===== config.mk =====
export PLATFORM = sky130hd
export DESIGN_NAME = bios_watchdog
export DESIGN_NICKNAME = d
export VERILOG_FILES = /design/src/rtl/bios_watchdog.sv
export SDC_FILE = /design/constraint.sdc
export NUM_CORES = 1
export LEC_CHECK = 0
export ABC_AREA = 1
export BUFFER_PORTS_ARGS = -buffer_cell sky130_fd_sc_hd__buf_4
export CAP_MARGIN = 25
export CORE_MARGIN = 4
export CORE_UTILIZATION = 55
export DETAILED_ROUTE_END_ITERATION = 10
export GPL_TIMING_DRIVEN = 0
export PLACE_DENSITY = 0.7
export RECOVER_POWER = 50
export SYNTH_ARGS = -nofsm -noshare
export SYNTH_HDL_FRONTEND = slang
export SYNTH_SLANG_ARGS = --single-unit

===== constraint.sdc =====
create_clock -name LpcClock -period 2 [get_ports LpcClock]
set_input_delay 0.2 -clock LpcClock [delete_from_list [all_inputs] [get_ports LpcClock]]
set_output_delay 0.2 -clock LpcClock [all_outputs]
set_load 0.005 [all_outputs]

===== src/rtl/bios_watchdog.sv =====
// BIOS boot watchdog: times the boot, swaps flash image on timeout,
// requests a platform reset, and reports status to the LPC block.
module bios_watchdog #(
  parameter int CLK_PER_MS    = 33333,
  parameter int TIMEOUT_MS    = 30000,
  parameter int RST_PULSE_CYC = 1024
) (
  input  logic       LpcClock,
  input  logic       PciReset,
  input  logic       WriteBiosWD,
  input  logic [7:0] BiosRegister,
  output logic [2:0] BiosStatus,
  output logic       BiosSel,
  output logic       SysResetReq,
  output logic       WdtExpired
);

  typedef enum logic [1:0] {
    ARMED  = 2'd0,
    RST    = 2'd1,
    DONE   = 2'd2,
    FAILED = 2'd3
  } state_t;

  localparam logic [15:0] PRE_TC = 16'(CLK_PER_MS - 1);
  localparam logic [15:0] MS_TC  = 16'(TIMEOUT_MS - 1);
  localparam logic [15:0] PLS_TC = 16'(RST_PULSE_CYC - 1);

  state_t      state;
  logic        wr_dly;
  logic        attempt;
  logic [15:0] pre;
  logic [15:0] ms;
  logic [15:0] pls;

  logic post;
  logic force_arm;
  logic kick;
  logic ms_tick;
  logic expiry;
  logic unused;

  assign unused = ^BiosRegister[7:3];

  // PostDone > ForceArm > Kick
  always_comb begin
    post      = wr_dly & BiosRegister[0];
    force_arm = wr_dly & BiosRegister[2] & ~BiosRegister[0];
    kick      = wr_dly & BiosRegister[1]
              & ~BiosRegister[2] & ~BiosRegister[0];
    ms_tick   = (pre == PRE_TC);
    expiry    = ms_tick & (ms == MS_TC);
  end

  always_ff @(posedge LpcClock) begin
    if (PciReset) begin
      state       <= ARMED;
      wr_dly      <= 1'b0;
      attempt     <= 1'b0;
      pre         <= '0;
      ms          <= '0;
      pls         <= '0;
      BiosSel     <= 1'b0;
      SysResetReq <= 1'b0;
      WdtExpired  <= 1'b0;
      BiosStatus  <= 3'b001;
    end else begin
      // strobes landing in RST are dropped, not deferred
      wr_dly     <= WriteBiosWD & (state != RST);
      WdtExpired <= 1'b0;
      unique case (state)
        ARMED: begin
          if (post) begin
            state      <= DONE;
            pre        <= '0;
            ms         <= '0;
            BiosStatus <= {1'b0, BiosSel, 1'b0};
          end else if (force_arm | kick) begin
            pre <= '0;
            ms  <= '0;
          end else if (expiry) begin
            pre        <= '0;
            ms         <= '0;
            WdtExpired <= 1'b1;
            if (!attempt) begin
              attempt     <= 1'b1;
              BiosSel     <= ~BiosSel;
              SysResetReq <= 1'b1;
              state       <= RST;
              BiosStatus  <= {1'b0, ~BiosSel, 1'b0};
            end else begin
              state      <= FAILED;
              BiosStatus <= {1'b1, BiosSel, 1'b0};
            end
          end else if (ms_tick) begin
            pre <= '0;
            ms  <= ms + 16'd1;
          end else begin
            pre <= pre + 16'd1;
          end
        end
        RST: begin
          if (pls == PLS_TC) begin
            pls         <= '0;
            SysResetReq <= 1'b0;
            state       <= ARMED;
            BiosStatus  <= {1'b0, BiosSel, 1'b1};
          end else begin
            pls <= pls + 16'd1;
          end
        end
        DONE, FAILED: begin
          if (post) begin
            state      <= DONE;
            BiosStatus <= {1'b0, BiosSel, 1'b0};
          end else if (force_arm) begin
            state      <= ARMED;
            attempt    <= 1'b0;
            pre        <= '0;
            ms         <= '0;
            BiosStatus <= {1'b0, BiosSel, 1'b1};
          end
        end
      endcase
    end
  end

endmodule


==> results of run 1 <==
[cell families after synthesis]
kind of cell               after synthesis
buffers and inverters                   85
adders and majority gates                4
DFF                                     58
and+or+nand+nor                        340
xor gates and xnor gates                11
AOI/OAI and AO/OA                       49
[worst max-delay path, cell delays in order (launching register included)]
cell and delay (ps):
sky130_fd_sc_hd__dfxtp_1 350, sky130_fd_sc_hd__inv_1 90, sky130_fd_sc_hd__ha_1 170, sky130_fd_sc_hd__nand3_1 80
sky130_fd_sc_hd__nor2_1 130, sky130_fd_sc_hd__nand2_2 90, sky130_fd_sc_hd__nand2_1 320, sky130_fd_sc_hd__nand2_4 100
sky130_fd_sc_hd__buf_6 170, sky130_fd_sc_hd__o21ai_0 170, sky130_fd_sc_hd__nor2_1 50
[power groups by stage]
stage / Sequential (mW) / Clock, mW / Combinational, mW
after floorplan: 1.21 / 0 / 0.127
after global placement: 1.21 / 0 / 0.170
after detailed placement: 1.21 / 0 / 0.173
after CTS: 1.18 / 1.24 / 0.174
after global routing: 1.18 / 1.29 / 0.192
final: 1.18 / 1.21 / 0.171
[cells in the mapped netlist (4+ instances only)]
cell type,n,share of area (%)
sky130_fd_sc_hd__nor3_1,17,2.5
sky130_fd_sc_hd__nand4_1,12,2.2
sky130_fd_sc_hd__clkbuf_1,4,0.44
sky130_fd_sc_hd__nand2_1,136,15
sky130_fd_sc_hd__o21ai_2,6,1.5
sky130_fd_sc_hd__ha_1,4,1.5
sky130_fd_sc_hd__nand2_2,6,1.1
sky130_fd_sc_hd__nand3_1,43,6.3
sky130_fd_sc_hd__a21oi_1,25,3.6
sky130_fd_sc_hd__xor2_1,10,2.5
sky130_fd_sc_hd__inv_1,73,8.0
sky130_fd_sc_hd__nand2_4,5,1.6
sky130_fd_sc_hd__dfxtp_1,58,34
sky130_fd_sc_hd__o21ai_0,13,1.9
sky130_fd_sc_hd__nor2_1,107,12
[path summary, 6_finish.rpt]
check / end / slack [ps] / cells past startpoint
setup / recovery: ms[1] / 170 / 10
hold / removal: wr_dly / 80 / 3
hold reg to reg: SysResetReq / 450 / 2
setup reg to reg: ms[1] / 170 / 10
[metal layers]
layer / GRT usage [%] / wire length (um)
met5: 0 / 0
met4: 9.344 / 107
met3: 5.393 / 420
met2: 36.16 / 3404
met1: 30.20 / 3885
[metrics by stage]
step	util [%]	std cells	setup slack (ps)	instance area, um2	power, mW
after CTS	63.95	648	264.7	3831	2.592
after floorplan	-	547	535.1	3443	1.334
after detailed placement	60.30	632	280.0	3612	1.382
after global placement	60.30	632	266.2	3612	1.378
after global routing	63.66	648	45.48	3814	2.662
final	63.66	648	172.7	3814	2.566
[cell type report]
type	count	area [um2]	area share, %
flip-flops and latches	58	1161	30.45
plain buffers	9	46.29	1.214
repair buffers	10	75.07	1.969
clock inverters	5	77.57	2.034
well taps	75	93.84	2.461
inverters	76	287.8	7.546
multi-input cells	404	1931	50.62
clock buffers	11	141.4	3.707
[registers in the layout, summed over array words and instances (netlist names)]
| signal | flops |
|---|---|
| pre | 16 |
| SysResetReq | 1 |
| BiosStatus | 3 |
| state | 2 |
| attempt | 1 |
| wr_dly | 1 |
| ms | 16 |
| WdtExpired | 1 |
| pls | 16 |
| BiosSel | 1 |
==> impl.org, run 1 <==
** Status
- Run status :: complete, no violations

** CTS
- Clock-pin slew was measured on the worst setup and hold paths at 70 ps.
- Clock tree synthesis inserted a total of 9 buffers.
- Post_cts resized :: 0
- Clock tree from TritonCTS :: yes
- Post-CTS setup-driven buffer insertion count :: 0
- In this run the clock root is driven by a sky130_fd_sc_hd__clkbuf_8.
- Clock latency of the later-clocked register in the worst-skew pair :: 330 ps
- In this run the number of H-tree levels came out at 3.
- Cts-stage hold buffer count :: 0
- The longest clock path from root to sink contains 2 buffers.
- Count of clock tree sinks :: between 50 and 60

** Critical path
- The worst setup path is of the register to register kind.
- Origin of the critical flop-to-flop path :: pre[0]
- STA classifies the critical path endpoint as a register.
- Maximum fanout encountered on the critical timing path :: 10
- Arrival time of the worst setup path :: approximately 2000 ps
- Tracing the worst setup path back leads to its startpoint at pre[0].
- The worst setup path is launched from a register.
- For the worst setup path, the data required time is 2230 ps.

** Global routing
- The via count of the first global-routing pass is ~3200.
- The first global-routing pass estimated 13.99 mm of wire.
- GR Overflow Total :: 0
- Global routing consumed, over all layers together, 22.96% of the routing resources.
- Initial antenna violation count :: 0
- Largest net degree at the start of global routing :: 11

** Die
- Initial core utilization :: 57.48%
- Area of the core :: approximately 6000 um2
- During I/O placement, the number of pins put on the boundary was 17.
- The die covers 7591 um2.
- The die is 87.13 um wide.
- In this run the core area contains 28 standard-cell rows.
- Die Span Y :: 87.13 um

** Power
- Clock network fraction of design power :: 47.2%
- Sequential cell fraction of total power :: 46.1%
- IR Drop Worst-Case VDD :: 0.6459 mV
- Power per cell area :: around 670 nW/um2
- The analysis attributes to cell leakage a power of 1.573 nW.
- Comb pwr share :: 6.7%
- Internal power component :: ~2 mW
- Net switching component of the power :: 0.6055 mW
- Net switching fraction of the power :: 23.60%

** Route
- Detail Route Antenna Nets :: 0
- # DRC :: 0
- Wire length per cell after detailed routing :: 12.06 um
- The routed design has roughly 7.8 mm of wire.
- Using the TritonRoute via totals, the vias-per-cell ratio works out to 5.113.
- For this run, the detailed router's first-pass iteration total came to 5.
- The first routing iteration left around 160 violations.
- For this block, the via count after detailed routing is around 3300.

** Timing
- Period utilization :: 91.37%
- Setup total negative slack on the finished layout was measured at 0 ps.
- For the finished layout, the period the worst path requires is 1827 ps.
- Final number of hold-violating endpoints :: 0
- Static timing analysis puts the maximum clock frequency at 547.2 MHz.
- Final-report setup violation count :: 0
- For the pin with the worst max-slew slack, the measured transition is between 600 and 700 ps.
- On the final layout, the worst hold slack is 82.16 ps.
- Setup repair after global routing left no endpoint under its margin.
- On the final layout, the worst clock skew is 4.862 ps.
- Max-slew violation total from the final report :: 0
- Tightest slew margin relative to the limit :: 59.37%

** Cells and area
- Area overhead of the layout relative to synthesis :: 10.76%
- Number of nets in the final layout :: 583
- Cells with a size suffix above 1 make up about a tenth of the layout.
- Number of antenna cells inserted :: 0
- In the layout the commonest cells are 137 x sky130_fd_sc_hd__nand2_1, 108 x sky130_fd_sc_hd__nor2_1, 74 x sky130_fd_sc_hd__inv_1, 58 x sky130_fd_sc_hd__dfxtp_1, 44 x sky130_fd_sc_hd__nand3_1.
- Leading cell type in the layout, fill and taps excluded :: sky130_fd_sc_hd__nand2_1
- After filler insertion, the fill cell instance count of the layout stands at a little under 600.

** Logic synthesis
- The cell area that synthesis handed to floorplanning was 3443 um2.
- Async set-or-reset flop fraction in the synthesized netlist :: 0%
- Mean area per synthesized cell :: ~6.3 um2
- Synthesis inferred 58 register bits.
- Dominant combinational cell family by area after synthesis :: simple AND/OR/NAND/NOR gates
- The synthesized netlist devotes between 40% and 50% of its cell area to simple gates.
- Sequential elements use 33.72% of the synthesized area.
- Warning count from the yosys run :: 0
- Summing the areas of all compound-gate instances in the mapped netlist gives under 10% of the synthesized area.
- Synthesis handed over a netlist of 547 instances.
- Summing the areas of all fa, ha and maj instances in the mapped netlist gives 1.453% of the synthesized area.
- Number of synthesized flops with an enable pin :: 0
- Proportion of synthesized area in mux cells :: 0%
- Nets in the synthesized netlist :: about 560
- The synthesized netlist devotes 2.798% of its cell area to XOR and XNOR gates.
- Unique cell type count in the Yosys netlist :: 33
- In the synthesized netlist the dominant register cell turns out to be sky130_fd_sc_hd__dfxtp_1.

** Min path
- The startpoint identified for the worst hold timing path is WriteBiosWD.
- Hold crit path type :: primary input to register

** Placed design
- Detailed placement HPWL :: 5.855 mm
- Number of I/O port buffers :: 10
- At the end of routability-driven placement, the weighted congestion stood at 0.9260.

** Run
- The tool flagged a number of max-cap violations equal to 0.
(Power assumes the default switching activity.)
==> inputs of run 2 (changes only) <==
--- a/config.mk
+++ b/config.mk
@@ -8,6 +8,7 @@
 export ABC_AREA = 1
 export BUFFER_PORTS_ARGS = -buffer_cell sky130_fd_sc_hd__buf_4
 export CAP_MARGIN = 25
+export CORE_ASPECT_RATIO = 0.75
 export CORE_MARGIN = 4
 export CORE_UTILIZATION = 55
 export DETAILED_ROUTE_END_ITERATION = 10
==> impl.org, run 2 (synthesis gave the netlist of run 1 again) <==
** Status
- The flow ran to the end, and the final reports show no timing, DRC or antenna violations.

** Die
- Std-Cell Rows :: 24
- Initial core utilization :: 57.91%
- Top-Level Pins :: 17
- Area enclosed by the die boundary :: roughly 7600 um2
- DIE WIDTH :: slightly below 100 um
- Die Span Y :: 76.53 um
- In this run the standard cell core region covers approximately 6000 um2.

** Cells and area
- In the final layout, the share of cells above drive strength 1 is 9.773%.
- Post-Route Utilization :: a little under two thirds
- The final layout contains 583 nets.
- Leaving out fill and tap cells, the most frequent cells in the layout are 138 x sky130_fd_sc_hd__nand2_1, 107 x sky130_fd_sc_hd__nor2_1, 74 x sky130_fd_sc_hd__inv_1, 58 x sky130_fd_sc_hd__dfxtp_1, 43 x sky130_fd_sc_hd__nand3_1.
- Area overhead of the layout relative to synthesis :: 9.666%
- Excluding fillers, the count of instances in the completed layout stands at 651.
- Leading cell type in the layout, fill and taps excluded :: sky130_fd_sc_hd__nand2_1
- The largest registers in the layout are ms (16), pls (16), pre (16).
- Number of antenna cells inserted :: 0
- Final Cell Area :: roughly 3800 um2

** Power
- Net switching fraction of the power :: 25.25%
- In this run the power spent charging and discharging nets is 0.6061 mW.
- Internal power component :: approximately 1.8 mW
- IR analysis of the VDD net gives a maximum drop of 0.4489 mV.
- Power spread over the standard cell area amounts to 635.6 nW/um2.
- The analysis attributes to cell leakage a power of ~1.6 nW.
- Sequential cell fraction of total power :: 49.3%
- Comb pwr share :: 7.1%
- Clock network fraction of design power :: 43.6%

** Timing
- Setup TNS :: 0 ps
- On the final layout, the worst clock skew is 6.648 ps.
- Period utilization :: 93.46%
- Setup repair after global routing left no endpoint under its margin.
- Setup violations remaining at the end of the flow were counted as 0.
- For this run, the top clock speed supported by timing is 535.0 MHz.
- Tightest slew margin relative to the limit :: 61.44%
- Final number of hold-violating endpoints :: 0
- Max-slew violation total from the final report :: 0
- The clock period could shrink to 1869 ps.
- Worst-case setup margin in the final layout :: ~130 ps
- At the pin with the least slew margin, the transition time is 578.4 ps.

** Route
- Violation count after the first detailed-route iteration :: 177
- Dividing the detail-routed wire length by the instance count gives about 12 um.
- Before antenna repair, the detailed router went through 6 iterations.
- # DRC :: 0
- Via density :: 5.197
- Summed over all layers, the routed wires come to 8.095 mm.
- Detail Route Antenna Nets :: 0
- Via Count :: 3383

** CTS
- The clock drives 58 sinks.
- Clock buffers created by TritonCTS :: 9
- Clock-pin slew on the worst setup and hold paths :: around 70 ps
- Cts-stage hold buffer count :: 0
- Post-CTS setup-driven buffer insertion count :: 0
- H-tree levels :: 3
- The clock reaches the later pin of the worst-skew pair after 340 ps.
- Master cell of the clock root buffer :: sky130_fd_sc_hd__clkbuf_8
- TritonCTS built the clock tree.
- Post_cts resized :: 0
- Counting along the longest clock path gives a buffer depth of 2.

** Min path
- Hold crit path type :: primary input to register
- Counting instances, the worst hold path has a depth of 3.
- In this run the most critical hold path is launched from WriteBiosWD.
- For hold timing, the worst endpoint is wr_dly.

** Placed design
- Routability-driven placement congestion ratio :: ~0.95
- Number of I/O port buffers :: 10
- Detailed placement ended at an HPWL of ~6.1 mm.
- Minimum setup slack after placement :: about 190 ps
- Instance area after placement :: about 3600 um2
- In this run, placement finished with an instance count of 635.

** Critical path
- The critical path starts at pre[0].
- Data on the critical path is required at its endpoint by around 2300 ps.
- Data arrives at the worst endpoint at between 2000 and 2500 ps.
- Critical Path Sink Type :: register
- Crit Path Class :: register to register
- Of all nets on the critical path, the largest fanout is 10.
- The worst register-to-register path ends at pre[11].
- STA classifies the critical path startpoint as a register.
- Minimum setup slack among reg-to-reg paths :: 130 ps
- Origin of the critical flop-to-flop path :: pre[0]
- Depth of the worst register-to-register path :: 11

** Run
- Number of violations of the max-capacitance limit :: 0

** Global routing
- The initial antenna violation count came to 0.
- The total overflow left after global routing is 0.
- The via count of the first global-routing pass was slightly above 3000.
- The first global-routing pass estimated 14.06 mm of wire.
- Entering global routing, the biggest net connects 11 pins.
- GRT Total Usage :: a little under a quarter
run 2: through the flow:
stage | power [mW] | hold WS (ps)
after floorplan | 1.334 | 311.3
final | 2.400 | 76.47
after CTS | 2.429 | 70.40
after global placement | 1.379 | 413.7
after detailed placement | 1.384 | 422.2
after global routing | 2.515 | 87.90
run 2: layout make-up:
cell class,instances,area (um2)
Fill cell,580,2170
Timing Repair Buffer,10,75.07
Multi-Input combinational cell,404,1922
Clock inverter,6,57.56
Buffer,9,47.55
Tap cell,78,97.59
Sequential cell,58,1161
Inverter,76,287.8
Clock buffer,10,127.6
run 2: power groups by stage:
| stage | clock network [mW] | registers, mW | logic (mW) |
|---|---|---|---|
| finish | 1.05 | 1.18 | 0.169 |
| global route | 1.14 | 1.18 | 0.191 |
| CTS | 1.07 | 1.18 | 0.175 |
| detailed placement | 0 | 1.21 | 0.174 |
| global placement | 0 | 1.21 | 0.171 |
| floorplan | 0 | 1.21 | 0.127 |
run 2: layer usage:
layer	global-route usage (%)	vias to the layer above	wire, um
li1	-	1773	-
met1	32.41	1501	4000
met2	33.65	98	3518
met3	4.849	11	473
met4	6.276	0	101
met5	0	-	0
run 2: worst max-delay path, cell delays in order, from the launching register on:
cell and delay, ps:
sky130_fd_sc_hd__dfxtp_1 380, sky130_fd_sc_hd__inv_1 70, sky130_fd_sc_hd__ha_1 210, sky130_fd_sc_hd__nand3_1 80
sky130_fd_sc_hd__nor2_1 60, sky130_fd_sc_hd__nand2_2 90, sky130_fd_sc_hd__nand2_1 250, sky130_fd_sc_hd__nand2_4 150
sky130_fd_sc_hd__nand2_2 150, sky130_fd_sc_hd__inv_2 140, sky130_fd_sc_hd__nand2_1 60, sky130_fd_sc_hd__nor2_1 140
run 2: how the worst max path moves through the flow:
stage and to:
6_report pre[11], 5_1_grt pre[11], 4_1_cts ms[1], 3_5_place_dp ms[1]
3_3_place_gp ms[1], 2_1_floorplan BiosStatus[0]
==> inputs of run 3 (changes only) <==
--- a/config.mk
+++ b/config.mk
@@ -9,7 +9,7 @@
 export BUFFER_PORTS_ARGS = -buffer_cell sky130_fd_sc_hd__buf_4
 export CAP_MARGIN = 25
 export CORE_ASPECT_RATIO = 0.75
-export CORE_MARGIN = 4
+export CORE_MARGIN = 3
 export CORE_UTILIZATION = 55
 export DETAILED_ROUTE_END_ITERATION = 10
 export GPL_TIMING_DRIVEN = 0
==> impl.org, run 3 (synthesis gave the netlist of run 1 again) <==
** Power
- Of the total power, combinational logic draws 7.0%.
- Net switching is 25.22% of the power.
- Net switching component of the power :: 0.6310 mW
- Power comes to about 2.5 mW.
- Cell internal power was estimated by the tool at between 1.5 and 2 mW.
- Clock network fraction of design power :: between 40% and 50%
- Across the VDD grid, the largest voltage drop is 0.4298 mV.
- Power per cell area :: roughly 660 nW/um2
- For this design the static power due to leakage is between 1.5 and 2 nW.
- Registers are responsible for about 47% of the overall power.

** Timing
- On the final layout, the worst clock skew is 12.28 ps.
- Setup repair after global routing left no endpoint under its margin.
- Subtracting the final worst setup slack from the clock period gives 1866 ps.
- Tightest Pin Transition :: 604.3 ps
- In this run the tightest slew margin relative to its limit is between 50 and 60%.
- Setup violations remaining at the end of the flow were counted as 0.
- Based on the critical path, the design can be clocked at up to 536.0 MHz.
- The count of final hold-check violations came to 0.
- Max-slew violation total from the final report :: 0
- Setup TNS :: 0 ps
- The worst path uses 93.28% of the clock period.
- Setup slack closes at 134.5 ps.

** Route
- Via Count :: 3386
- Via density :: 5.201
- Detail Route Antenna Nets :: 0
- The first detailed-routing pass took 5 iterations.
- For this run, design rule violations remaining after detail routing come to 0.
- In this run, the number of DRC markers left after iteration 0 of detailed routing was 169.
- Final wirelength :: approximately 8 mm
- Wire length per cell after detailed routing :: 12.55 um

** Die
- The initial utilization of the core area, before any placement, comes to 57.91%.
- Top-Level Pins :: 17
- Die Span Y :: about 75 um
- In this run the core area contains 24 standard-cell rows.
- After floorplanning, the core was sized to cover 5946 um2.
- The die is 97.37 um wide.
- Area enclosed by the die boundary :: 7256 um2

** CTS
- Clock-pin slew on the worst setup and hold paths :: roughly 70 ps
- Max Root-Sink Buffers :: 2
- TritonCTS built the clock tree.
- Clock tree synthesis inserted a total of 9 buffers.
- Master cell of the clock root buffer :: sky130_fd_sc_hd__clkbuf_8
- Post-CTS setup-driven buffer insertion count :: 0
- The H-tree was split into 3 levels.
- Cts-stage hold buffer count :: 0
- For this design, the sink count on the clock tree is 58.
- Clock latency on the worst-skew pair, taken at its later pin, is between 300 and 400 ps.
- After clock tree synthesis, the repair step resized 0 gates.

** Placed design
- During placement, the flow inserted port buffers numbering 10.
- After legalization and detailed placement, the total HPWL measured ~6.1 mm.
- Routability-driven placement finished with a final weighted congestion of 0.9534.
- Minimum setup slack after placement :: 183.7 ps
- In this run the cell area measured after placement is 3616 um2.

** Status
- Run status :: complete, no violations

** Critical path
- Traced cell by cell, the critical path runs through ha_1 > nand3_2 > inv_1 > nand2_1 > nor2_1 > nand2_1 > nand2_1 > nand2_2 > nand2_1 > nor2_1.
- STA puts the critical path data required time at 2240 ps.
- At the worst endpoint, the arrival time is 2100 ps.
- Cell type with the highest occurrence count on the critical path :: sky130_fd_sc_hd__nand2_1
- Library cell contributing the largest single delay on the critical path :: sky130_fd_sc_hd__dfxtp_1
- Along the worst path, the maximum fanout reaches 9.
- Max incr delay on CP :: 390 ps
- The startpoint identified for the worst register-to-register timing path is ms[0].
- For the worst flop-to-flop path, the logic depth is 10.
- The worst setup path is captured at a register.
- Minimum setup slack among reg-to-reg paths :: 130 ps
- Destination of the worst register-to-register timing path :: ms[0]
- Crit Path Class :: register to register
- Kind of start point of the critical path :: register

** Min path
- The worst hold path terminates at wr_dly.
- Depth of the worst hold-timing path :: 3
- In this run the most critical hold path is launched from WriteBiosWD.
- The min-delay analysis places its worst path in the category primary input to register.

** Global routing
- Number of global-route vias before repair :: 2964
- The first global-routing pass estimated 13.54 mm of wire.
- GRT Total Usage :: between 20% and 30%
- Summed over all layers, the global routing overflow is 0.
- Initial antenna violation count :: 0
- Largest net degree at the start of global routing :: 11

** Cells and area
- Share of final-layout standard cells stronger than drive strength 1 :: 9.948%
- Area overhead of the layout relative to synthesis :: 10.61%
- The largest registers in the layout are ms (16), pls (16), pre (16).
- The finished cells cover 3809 um2.
- Highest-count cells in the layout ignoring fill and taps :: 137 x sky130_fd_sc_hd__nand2_1, 107 x sky130_fd_sc_hd__nor2_1, 74 x sky130_fd_sc_hd__inv_1, 58 x sky130_fd_sc_hd__dfxtp_1, 43 x sky130_fd_sc_hd__nand3_1
- Number of nets in the final layout :: ~580
- The repair_antennas step left the layout with diodes totalling 0.
- Leading cell type in the layout, fill and taps excluded :: sky130_fd_sc_hd__nand2_1

** Run
- Number of violations of the max-capacitance limit :: 0
[run 3: power by group through the flow]
stage	registers [mW]	logic (mW)	clock network (mW)
floorplan	1.21	0.127	0
global placement	1.21	0.171	0
detailed placement	1.21	0.175	0
CTS	1.18	0.176	1.15
global route	1.19	0.194	1.20
finish	1.18	0.175	1.14
[run 3: worst max path at each step]
stage | end | slack, ps | from
3_5_place_dp | ms[0] | 180 | ms[0]
4_1_cts | ms[0] | 170 | ms[0]
5_1_grt | ms[1] | 20 | ms[0]
2_1_floorplan | BiosStatus[0] | 540 | pls[0]
3_3_place_gp | ms[1] | 210 | ms[0]
6_report | ms[0] | 130 | ms[0]
[run 3: critical path, delay by kind of cell, from the launching register on]
kind / cells / cell delay [ps]
buffers and inverters: 1 / 130
adder cells (fa/ha/maj): 1 / 230
AND/OR/NAND/NOR: 8 / 1000
flip-flops: 1 / 390
[run 3: area by class of cell]
type / count / area [um2]
clock buffers: 12 / 155.1
inverters: 76 / 287.8
multi-input cells: 404 / 1934
flip-flops and latches: 58 / 1161
repair buffers: 10 / 75.07
clock inverters: 4 / 50.05
plain buffers: 9 / 47.55
well taps: 78 / 97.59
fillers: 567 / 2137
[run 3: stage by stage]
step	cells	util [%]	hold WS (ps)
finish	651	64.06	74.76
CTS	651	64.27	67.79
global route	651	64.06	65.16
global placement	635	60.82	413.7
detailed placement	635	60.82	430.5
floorplan	547	-	311.3
[run 3: per-layer routing]
| metal | global-route usage, % | share of wire, % | vias up |
|---|---|---|---|
| met5 | 0 | 0 | - |
| met4 | 7.680 | 1.2 | 0 |
| met3 | 6.654 | 5.7 | 12 |
| met2 | 35.46 | 43 | 88 |
| met1 | 31.85 | 50 | 1516 |
| li1 | - | - | 1770 |
